===== src/rtl/nbit_serial_adder_pkg.sv =====
// -----------------------------------------------------------------------------
// nbit_adder_pkg
// Shared definitions for the serial N-bit adder: FSM state encoding and
// width helpers used by the top level and the bench.
// -----------------------------------------------------------------------------
package nbit_adder_pkg;

    typedef enum logic [1:0] {
        IDLE = 2'b00,
        BUSY = 2'b01,
        DONE = 2'b10
    } state_t;

    localparam int DEF_N = 8;
    localparam int DEF_K = 2;

    // Counter width able to hold 0..m-1; never narrower than one bit.
    function automatic int cnt_w(input int m);
        return (m > 1) ? $clog2(m) : 1;
    endfunction

endpackage


===== src/rtl/nbit_serial_adder_if.sv =====
// -----------------------------------------------------------------------------
// nbit_serial_adder_if
// Request/result bundle of the serial adder.
//   START, A, B, CIN : request side, driven by the master
//   BUSY, DONE       : status, driven by the adder
//   C, COUT, OVF     : registered result, driven by the adder
// Parameter N must match the N of the adder it is connected to.
// -----------------------------------------------------------------------------
interface nbit_serial_adder_if #(
    parameter int N = 8
) ();

    logic         START;
    logic [N-1:0] A;
    logic [N-1:0] B;
    logic         CIN;
    logic         BUSY;
    logic         DONE;
    logic [N-1:0] C;
    logic         COUT;
    logic         OVF;

    modport master (
        output START, A, B, CIN,
        input  BUSY, DONE, C, COUT, OVF
    );

    modport slave (
        input  START, A, B, CIN,
        output BUSY, DONE, C, COUT, OVF
    );

endinterface


===== src/rtl/nbit_serial_adder_chunk.sv =====
// -----------------------------------------------------------------------------
// kbit_chunk_adder
// Combinational K-bit adder with carry in and carry out.
//   i_a, i_b : K-bit addends
//   i_cin    : carry in
//   o_sum    : K-bit sum
//   o_cout   : carry out of bit K-1
// -----------------------------------------------------------------------------
module kbit_chunk_adder #(
    parameter int K = 2
) (
    input  logic [K-1:0] i_a,
    input  logic [K-1:0] i_b,
    input  logic         i_cin,
    output logic [K-1:0] o_sum,
    output logic         o_cout
);

    assign {o_cout, o_sum} = {1'b0, i_a} + {1'b0, i_b} + {{K{1'b0}}, i_cin};

endmodule


===== src/rtl/nbit_serial_adder.sv =====
// -----------------------------------------------------------------------------
// nbit_serial_adder
// Adds two N-bit operands plus carry in, K bits per clock, LSB chunk first.
// Result C/COUT/OVF is loaded on the last chunk edge, M = N/K cycles after
// the START sampling edge, and DONE pulses for one cycle.
//   CLK   : clock, rising edge
//   RST_N : asynchronous active-low reset
//   bus   : nbit_serial_adder_if.slave (START/A/B/CIN in,
//           BUSY/DONE/C/COUT/OVF out)
// Build option: define NBIT_ADDER_SAT_EN to saturate C to all ones when the
// unsigned sum carries out; COUT and OVF always report the raw result.
// -----------------------------------------------------------------------------
module nbit_serial_adder
    import nbit_adder_pkg::*;
#(
    parameter int N = 8,
    parameter int K = 2
) (
    input  logic                CLK,
    input  logic                RST_N,
    nbit_serial_adder_if.slave  bus
);

    localparam int M  = (K > 0) ? (N / K) : 1;
    localparam int CW = cnt_w(M);

    generate
        if ((K < 1) || (K > N) || ((N % K) != 0)) begin : g_param_err
            $error("nbit_serial_adder: N must be a non-zero multiple of K with K <= N");
        end
    endgenerate

    state_t          r_state;
    state_t          w_next;
    logic [N-1:0]    r_a;
    logic [N-1:0]    r_b;
    logic [N-1:0]    r_acc;
    logic            r_carry;
    logic [CW-1:0]   r_cnt;
    logic [N-1:0]    r_c;
    logic            r_cout;
    logic            r_ovf;

    logic [K-1:0]    w_sum;
    logic            w_cout;
    logic            w_last;
    logic [N-1:0]    w_final;
    logic            w_ovf;

    // Operands shift right each chunk, so the active chunk is always [K-1:0].
    kbit_chunk_adder #(.K(K)) u_chunk (
        .i_a    (r_a[K-1:0]),
        .i_b    (r_b[K-1:0]),
        .i_cin  (r_carry),
        .o_sum  (w_sum),
        .o_cout (w_cout)
    );

    assign w_last  = (r_cnt == CW'(M - 1));
    // New chunk enters at the top of the accumulator; after M chunks the LSB
    // chunk has reached bit 0.
    assign w_final = N'({w_sum, r_acc} >> K);
    // On the last chunk r_a/r_b[K-1] are the original operand sign bits.
    assign w_ovf   = (r_a[K-1] == r_b[K-1]) && (w_sum[K-1] != r_a[K-1]);

    always_ff @(posedge CLK or negedge RST_N) begin
        if (!RST_N) begin
            r_state <= IDLE;
        end else begin
            r_state <= w_next;
        end
    end

    always_comb begin
        w_next = r_state;
        case (r_state)
            IDLE:    if (bus.START) w_next = BUSY;
            BUSY:    if (w_last)    w_next = DONE;
            DONE:    w_next = bus.START ? BUSY : IDLE;
            default: w_next = IDLE;
        endcase
    end

    always_comb begin
        bus.BUSY = (r_state == BUSY);
        bus.DONE = (r_state == DONE);
    end

    always_ff @(posedge CLK or negedge RST_N) begin
        if (!RST_N) begin
            r_a     <= '0;
            r_b     <= '0;
            r_acc   <= '0;
            r_carry <= 1'b0;
            r_cnt   <= '0;
            r_c     <= '0;
            r_cout  <= 1'b0;
            r_ovf   <= 1'b0;
        end else if (r_state == BUSY) begin
            r_a     <= r_a >> K;
            r_b     <= r_b >> K;
            r_carry <= w_cout;
            r_cnt   <= r_cnt + CW'(1);
            r_acc   <= w_final;
            if (w_last) begin
`ifdef NBIT_ADDER_SAT_EN
                r_c <= w_cout ? '1 : w_final;
`else
                r_c <= w_final;
`endif
                r_cout <= w_cout;
                r_ovf  <= w_ovf;
            end
        end else if (bus.START) begin
            r_a     <= bus.A;
            r_b     <= bus.B;
            r_carry <= bus.CIN;
            r_cnt   <= '0;
            r_acc   <= '0;
        end
    end

    assign bus.C    = r_c;
    assign bus.COUT = r_cout;
    assign bus.OVF  = r_ovf;

endmodule


===== src/flat_wrapper.sv =====
// flat-port wrapper written by rule: the top's interface ports become plain ports
module nbit_serial_adder_flat import nbit_adder_pkg::*;
#(
    parameter int N = 8,
    parameter int K = 2
)
  (CLK, RST_N, bus_START, bus_A, bus_B, bus_CIN, bus_BUSY, bus_DONE, bus_C, bus_COUT, bus_OVF);
  nbit_serial_adder_if #(.N(N)) bus_i ();
  input  logic CLK;
  input  logic RST_N;
  input wire logic [$bits(bus_i.START)-1:0] bus_START;
  input wire logic [$bits(bus_i.A)-1:0] bus_A;
  input wire logic [$bits(bus_i.B)-1:0] bus_B;
  input wire logic [$bits(bus_i.CIN)-1:0] bus_CIN;
  output wire logic [$bits(bus_i.BUSY)-1:0] bus_BUSY;
  output wire logic [$bits(bus_i.DONE)-1:0] bus_DONE;
  output wire logic [$bits(bus_i.C)-1:0] bus_C;
  output wire logic [$bits(bus_i.COUT)-1:0] bus_COUT;
  output wire logic [$bits(bus_i.OVF)-1:0] bus_OVF;
  assign bus_i.START = bus_START;
  assign bus_i.A = bus_A;
  assign bus_i.B = bus_B;
  assign bus_i.CIN = bus_CIN;
  assign bus_BUSY = bus_i.BUSY;
  assign bus_DONE = bus_i.DONE;
  assign bus_C = bus_i.C;
  assign bus_COUT = bus_i.COUT;
  assign bus_OVF = bus_i.OVF;
  nbit_serial_adder #(.N(N), .K(K)) u_core (.CLK(CLK), .RST_N(RST_N), .bus(bus_i));
endmodule

===== config.mk =====
export PLATFORM = sky130hd
export DESIGN_NAME = nbit_serial_adder_flat
export DESIGN_NICKNAME = d
export VERILOG_FILES = /design/src/rtl/nbit_serial_adder_pkg.sv /design/src/rtl/nbit_serial_adder_if.sv /design/src/rtl/nbit_serial_adder_chunk.sv /design/src/rtl/nbit_serial_adder.sv /design/src/flat_wrapper.sv
export SDC_FILE = /design/constraint.sdc
export NUM_CORES = 1
export LEC_CHECK = 0
export ABC_AREA = 1
export CAP_MARGIN = 0
export CORE_ASPECT_RATIO = 0.7
export CORE_MARGIN = 4
export CORE_UTILIZATION = 50
export CTS_BUF_LIST = sky130_fd_sc_hd__clkbuf_16
export DETAILED_ROUTE_END_ITERATION = 8
export PLACE_DENSITY = 0.78
export SLEW_MARGIN = 15
export SYNTH_ARGS = -nofsm -noshare
export SYNTH_HDL_FRONTEND = slang
export SYNTH_SLANG_ARGS = --single-unit

===== constraint.sdc =====
create_clock -name CLK -period 2.07 [get_ports CLK]
set_input_delay 0.207 -clock CLK [delete_from_list [all_inputs] [get_ports CLK]]
set_output_delay 0.207 -clock CLK [all_outputs]
set_load 0.01 [all_outputs]

# Word level (Yosys, flattened, before mapping)
# Index checks and enable logic that the tools add are counted.
totals:
  reg_bits: 39
  latch_bits: 0
  mem_bits_rw: 0
  rom_bits: 0
  inputBits: 20
  wordCells: 38
  n_memories: 0
op_classes:
  addsub: 3
  mul: 0
  div: 0
  magnitude_cmp: 0
  n_eq_ne: 7
  shifts: 0
  muxes: 14
  n_bitwise: 0
  n_reduce_logical: 5
op_table:
  columns: ["operator", "n"]
  rows:
  - ["$mux 8", 6]
  - ["$mux 2", 4]
  - ["$pmux 2 s3", 1]
  - ["$eq 2x2->1 const B", 2]
  - ["$reduce_and 2->1", 2]
  - ["$add 2x2->3", 1]
  - ["$add 3x1->3", 1]
  - ["$mux 1", 3]
  - ["$add 2x1->2 const B", 1]
  - ["$eq 2x1->1 const B", 1]
  - ["$logic_not 2->1", 1]
  - ["$ne 2x1->1 const B", 1]
  - ["$ne 2x2->1 const B", 1]
  - ["$reduce_bool 2->1", 1]
  - ["$eq 1x1->1", 1]
  - ["$logic_and 1x1->1", 1]
  - ["$ne 1x1->1", 1]

# Longest topological paths before layout
logic_depth:
  depth_word: 4
  depth_mapped: 8

# Modules after synthesis
# Synthesis repeated with hierarchy kept, for this count alone.
hier_totals:
  hier_cells: 189
  area_unflattened_um2: 1666.6
by_module_without_submodules:
  columns: ["module", "n_inst", "cells_each", "area_each_um2", "seq_area_each_um2"]
  rows:
  - ["nbit_serial_adder", 1, 179, 1596.5, 925.9]
  - ["kbit_chunk_adder", 1, 10, 70.1, 0.0]

# Worst setup path after synthesis
# OpenSTA, ideal clock, no wires.
synth_path:
  path_kind: "register -> register"
  startpoint: "register u_core.r_carry"
  endpoint: "register u_core.r_ovf (netlist: u_core.bus.OVF)"
  setup_time_ns: 0.117
  t_arrival_ns: 1.522
  required_time_ns: 1.953
  slack_ns: 0.431
  stages_incl_launch_ff: 9
  period_less_slack_ns: 1.639
  path_cell_list: "dfrtp_1 -> inv_1 -> fa_1 -> inv_1 -> fa_1 -> nor2_1 -> nor2_1 -> nand3_1 -> nand2_1"
synth_via:
  elab_chain_len: 3
synth_rtl:
  columns: ["item", "line", "rtl"]
  rows:
  - ["from (decl)", "nbit_serial_adder.sv:38", "logic r_carry;"]
  - ["from (signal assigned)", "nbit_serial_adder.sv:102", "r_carry <= w_cout;"]
  - ["from (signal assigned)", "nbit_serial_adder.sv:117", "r_carry <= bus.CIN;"]
  - ["$add 3x1->3", "nbit_serial_adder_chunk.sv:19", "assign {o_cout, o_sum} = {1'b0, i_a} + {1'b0, i_b} + {{K{1'b0}}, i_cin};"]
  - ["net u_core.u_chunk.o_sum[1]", "nbit_serial_adder_chunk.sv:15", "output logic [K-1:0] o_sum,"]
  - ["$ne 1x1->1", "nbit_serial_adder.sv:64", "assign w_ovf = (r_a[K-1] == r_b[K-1]) && (w_sum[K-1] != r_a[K-1]);"]
  - ["$logic_and 1x1->1", "nbit_serial_adder.sv:64", null]
  - ["to (signal assigned)", "nbit_serial_adder.sv:112", "r_ovf <= w_ovf;"]
  - ["to (decl)", "nbit_serial_adder.sv:42", "logic r_ovf;"]
# The timed path passes the listed nets, and every way through them passes these cells.
# A chain may end at the register's enable or synchronous reset.

# Worst setup path after layout
# Ends and elaborated chain as after synthesis.

==> run metrics <==
Worst Path Arrival=approximately 1.9 ns; critical path's largest stage delay=approximately 0.44 ns; clock tree from TritonCTS=built; Crit-path slowest cell=fa_1; leakage=slightly below 0.001 µW; WL per Instance=between 10 and 15 µm; vias in the first global route=about 1300; startpoint types=flop; hold buffers post-CTS=0; Area growth, synth to finish=28.32%; post-synth cell types=15; Root Driver=clkbuf_16; global-route wire length before repair=roughly 5700 µm; max cap viols=0; Highest Clock Rate=576.2 MHz; PwrDens=~1500 mW/mm²; largest net degree at the start of global routing=38; CP required=approximately 2.2 ns; setup bufs post-CTS=0; Initial Utilization=51.79%; RSZ-0062 raised after global routing=false; Final Hold Viols=0; Post-DRT Antenna Nets=0; final clock skew=0.002841 ns; cts repair resizes=0; Core Region=approximately 0.0031 mm²; Finish-stage setup viols=0; syn_nets=between 150 and 200; worst slew pin tran=about 0.60 ns; Crit path max-delay family=adder cells; DRC viols=0; DIE HEIGHT=around 56 µm; layout cells sized above 1=9.756%; iteration-0 DRC count of the detailed router=54; GPL Wtd Cong=0.7430; Max Root-Sink Buffers=2; crit end category=flop; Num CTS Buffers=5; Rows=17; commonest non-fill, non-tap cells in the layout=41 x nand3_1, 38 x nand2_1, 37 x dfrtp_1; Tcrit/Tclk final=between 80% and 90%; critical path start-end classification=flop to flop; crit-path cells=inv_1, fa_1, inv_1, fa_1, nor2_1, nor2_1, nand3_1, nand2_1; die width=76.25 µm; sequential share of the synthesized area=between 50% and 60%; grt total ovfl=0; deepest level of the CTS H-tree=2; WL final=around 3300 µm; Slew headroom=around three fifths; Mapped Area=0.001630 mm²; Hold WS=~0.35 ns; YS warnings=0; #FFs+latches synth=37; Critical path buffers and inverters=2; TNS Setup=0 ns; VDD IR max=about 0.00065 V; minimum clock period=between 1.5 and 2 ns; worst hold path type=primary input to asynchronous set/reset pin; Synth area leader=dfrtp_1; port buffer count=31; clk slew on worst S/H paths=0.05 ns; Pre-antenna DRT Iters=4; DR vias/cell=just over 5; Pins Over Slew Limit=0; Gate Count Post-Synth=173; number of antenna violations at the first check in global routing=0; Synth area leaders=dfrtp_1 57%, nand3_1 13%, nand2_1 8.7%, o21ai_2 4.3%, inv_1 3.5%; Vias=1263; TritonCTS Sinks=37; Clock Latency Late Sink=roughly 0.27 ns; most common cell after layout, fill and taps aside=nand3_1; Yosys top cell area share=between 50 and 60%; I/O pins=32; total track usage=17.10%; number of diodes=0; worst-path maximum fanout=3; status=finished clean; mean area per synthesized cell=9.424 µm²; Detail Placement HPWL=around 2400 µm; NumNets Final=about 230; full die area=between 0.004 and 0.005 mm²
[stage by stage]
step	util, %	cells	power, µW	cell area (µm²)	worst slack [ns]
floorplan	-	173	2052	1630	0.4306
global placement	62.24	236	2430	1959	0.4114
detailed placement	62.24	236	2506	1959	0.3328
CTS	66.45	243	3193	2092	0.3217
global route	66.45	243	3415	2092	0.2516
finish	66.45	243	3173	2092	0.3345
[flip-flops by register name, summed over array words and instances (netlist names)]
signal,count
u_core.r_state,2
u_core.r_a,8
u_core.r_cnt,2
u_core.bus.C,8
u_core.r_acc,6
u_core.bus.COUT,1
u_core.bus.OVF,1
u_core.r_b,8
u_core.r_carry,1
[power by group]
part           internal [µW]  leakage [µW]  switching (µW)
Combinational            547      0.000435             742
Sequential              1030      0.000478             171
Clock                    429     0.0000685             252
Total                   2010      0.000981            1160
[routing by layer]
metal | GRT usage (%) | routed length, µm | vias to the layer above
li1 | - | - | 635
met1 | 21.20 | 1560 | 592
met2 | 27.78 | 1568 | 28
met3 | 5.178 | 154 | 8
met4 | 7.494 | 60 | 0
met5 | 0 | 0 | -
[cells by family (layout without fill, tap and decap cells)]
family                   after synthesis  count (layout)  share of synthesized area [%]
AND/OR/NAND/NOR                       87              87                          23.64
adder cells (fa/ha/maj)                4               4                          3.991
AO/OA/AOI/OAI                         20              20                          8.519
flip-flops                            37              37                          56.79
buffers and inverters                 25              57                          7.061
[area by class of cell]
type,count,area (µm²)
fillers,264,1056
flip-flops and latches,37,925.9
multi-input cells,111,589.3
repair buffers,35,340.3
clock buffers,5,125.1
inverters,15,56.30
well taps,38,47.55
clock inverters,2,7.507
[cells in the mapped netlist (all sizes together)]
library cell / count
nand3: 41
nand2: 40
dfrtp: 37
inv: 15
buf: 10
o21ai: 8
o22ai: 7
nor2: 6
a21oi: 5
fa: 2
ha: 2
[path summary, 6_finish.rpt]
path	start	slack [ns]	cells past startpoint	to
max	u_core.r_carry$_DFFE_PN0P_	0.33	8	u_core.bus.OVF$_DFFE_PN0P_
min	RST_N	0.35	2	u_core.bus.C[3]$_DFFE_PN0P_
max reg2reg	u_core.r_carry$_DFFE_PN0P_	0.33	8	u_core.bus.OVF$_DFFE_PN0P_
min reg2reg	u_core.bus.C[3]$_DFFE_PN0P_	0.48	2	u_core.bus.C[3]$_DFFE_PN0P_
max in group asynchronous	RST_N	1.40	2	u_core.r_b[0]$_DFFE_PN0P_
min in group CLK	bus_A[6]	0.48	3	u_core.r_a[6]$_DFFE_PN0P_
No activity file was read; power rests on OpenSTA's default activity.
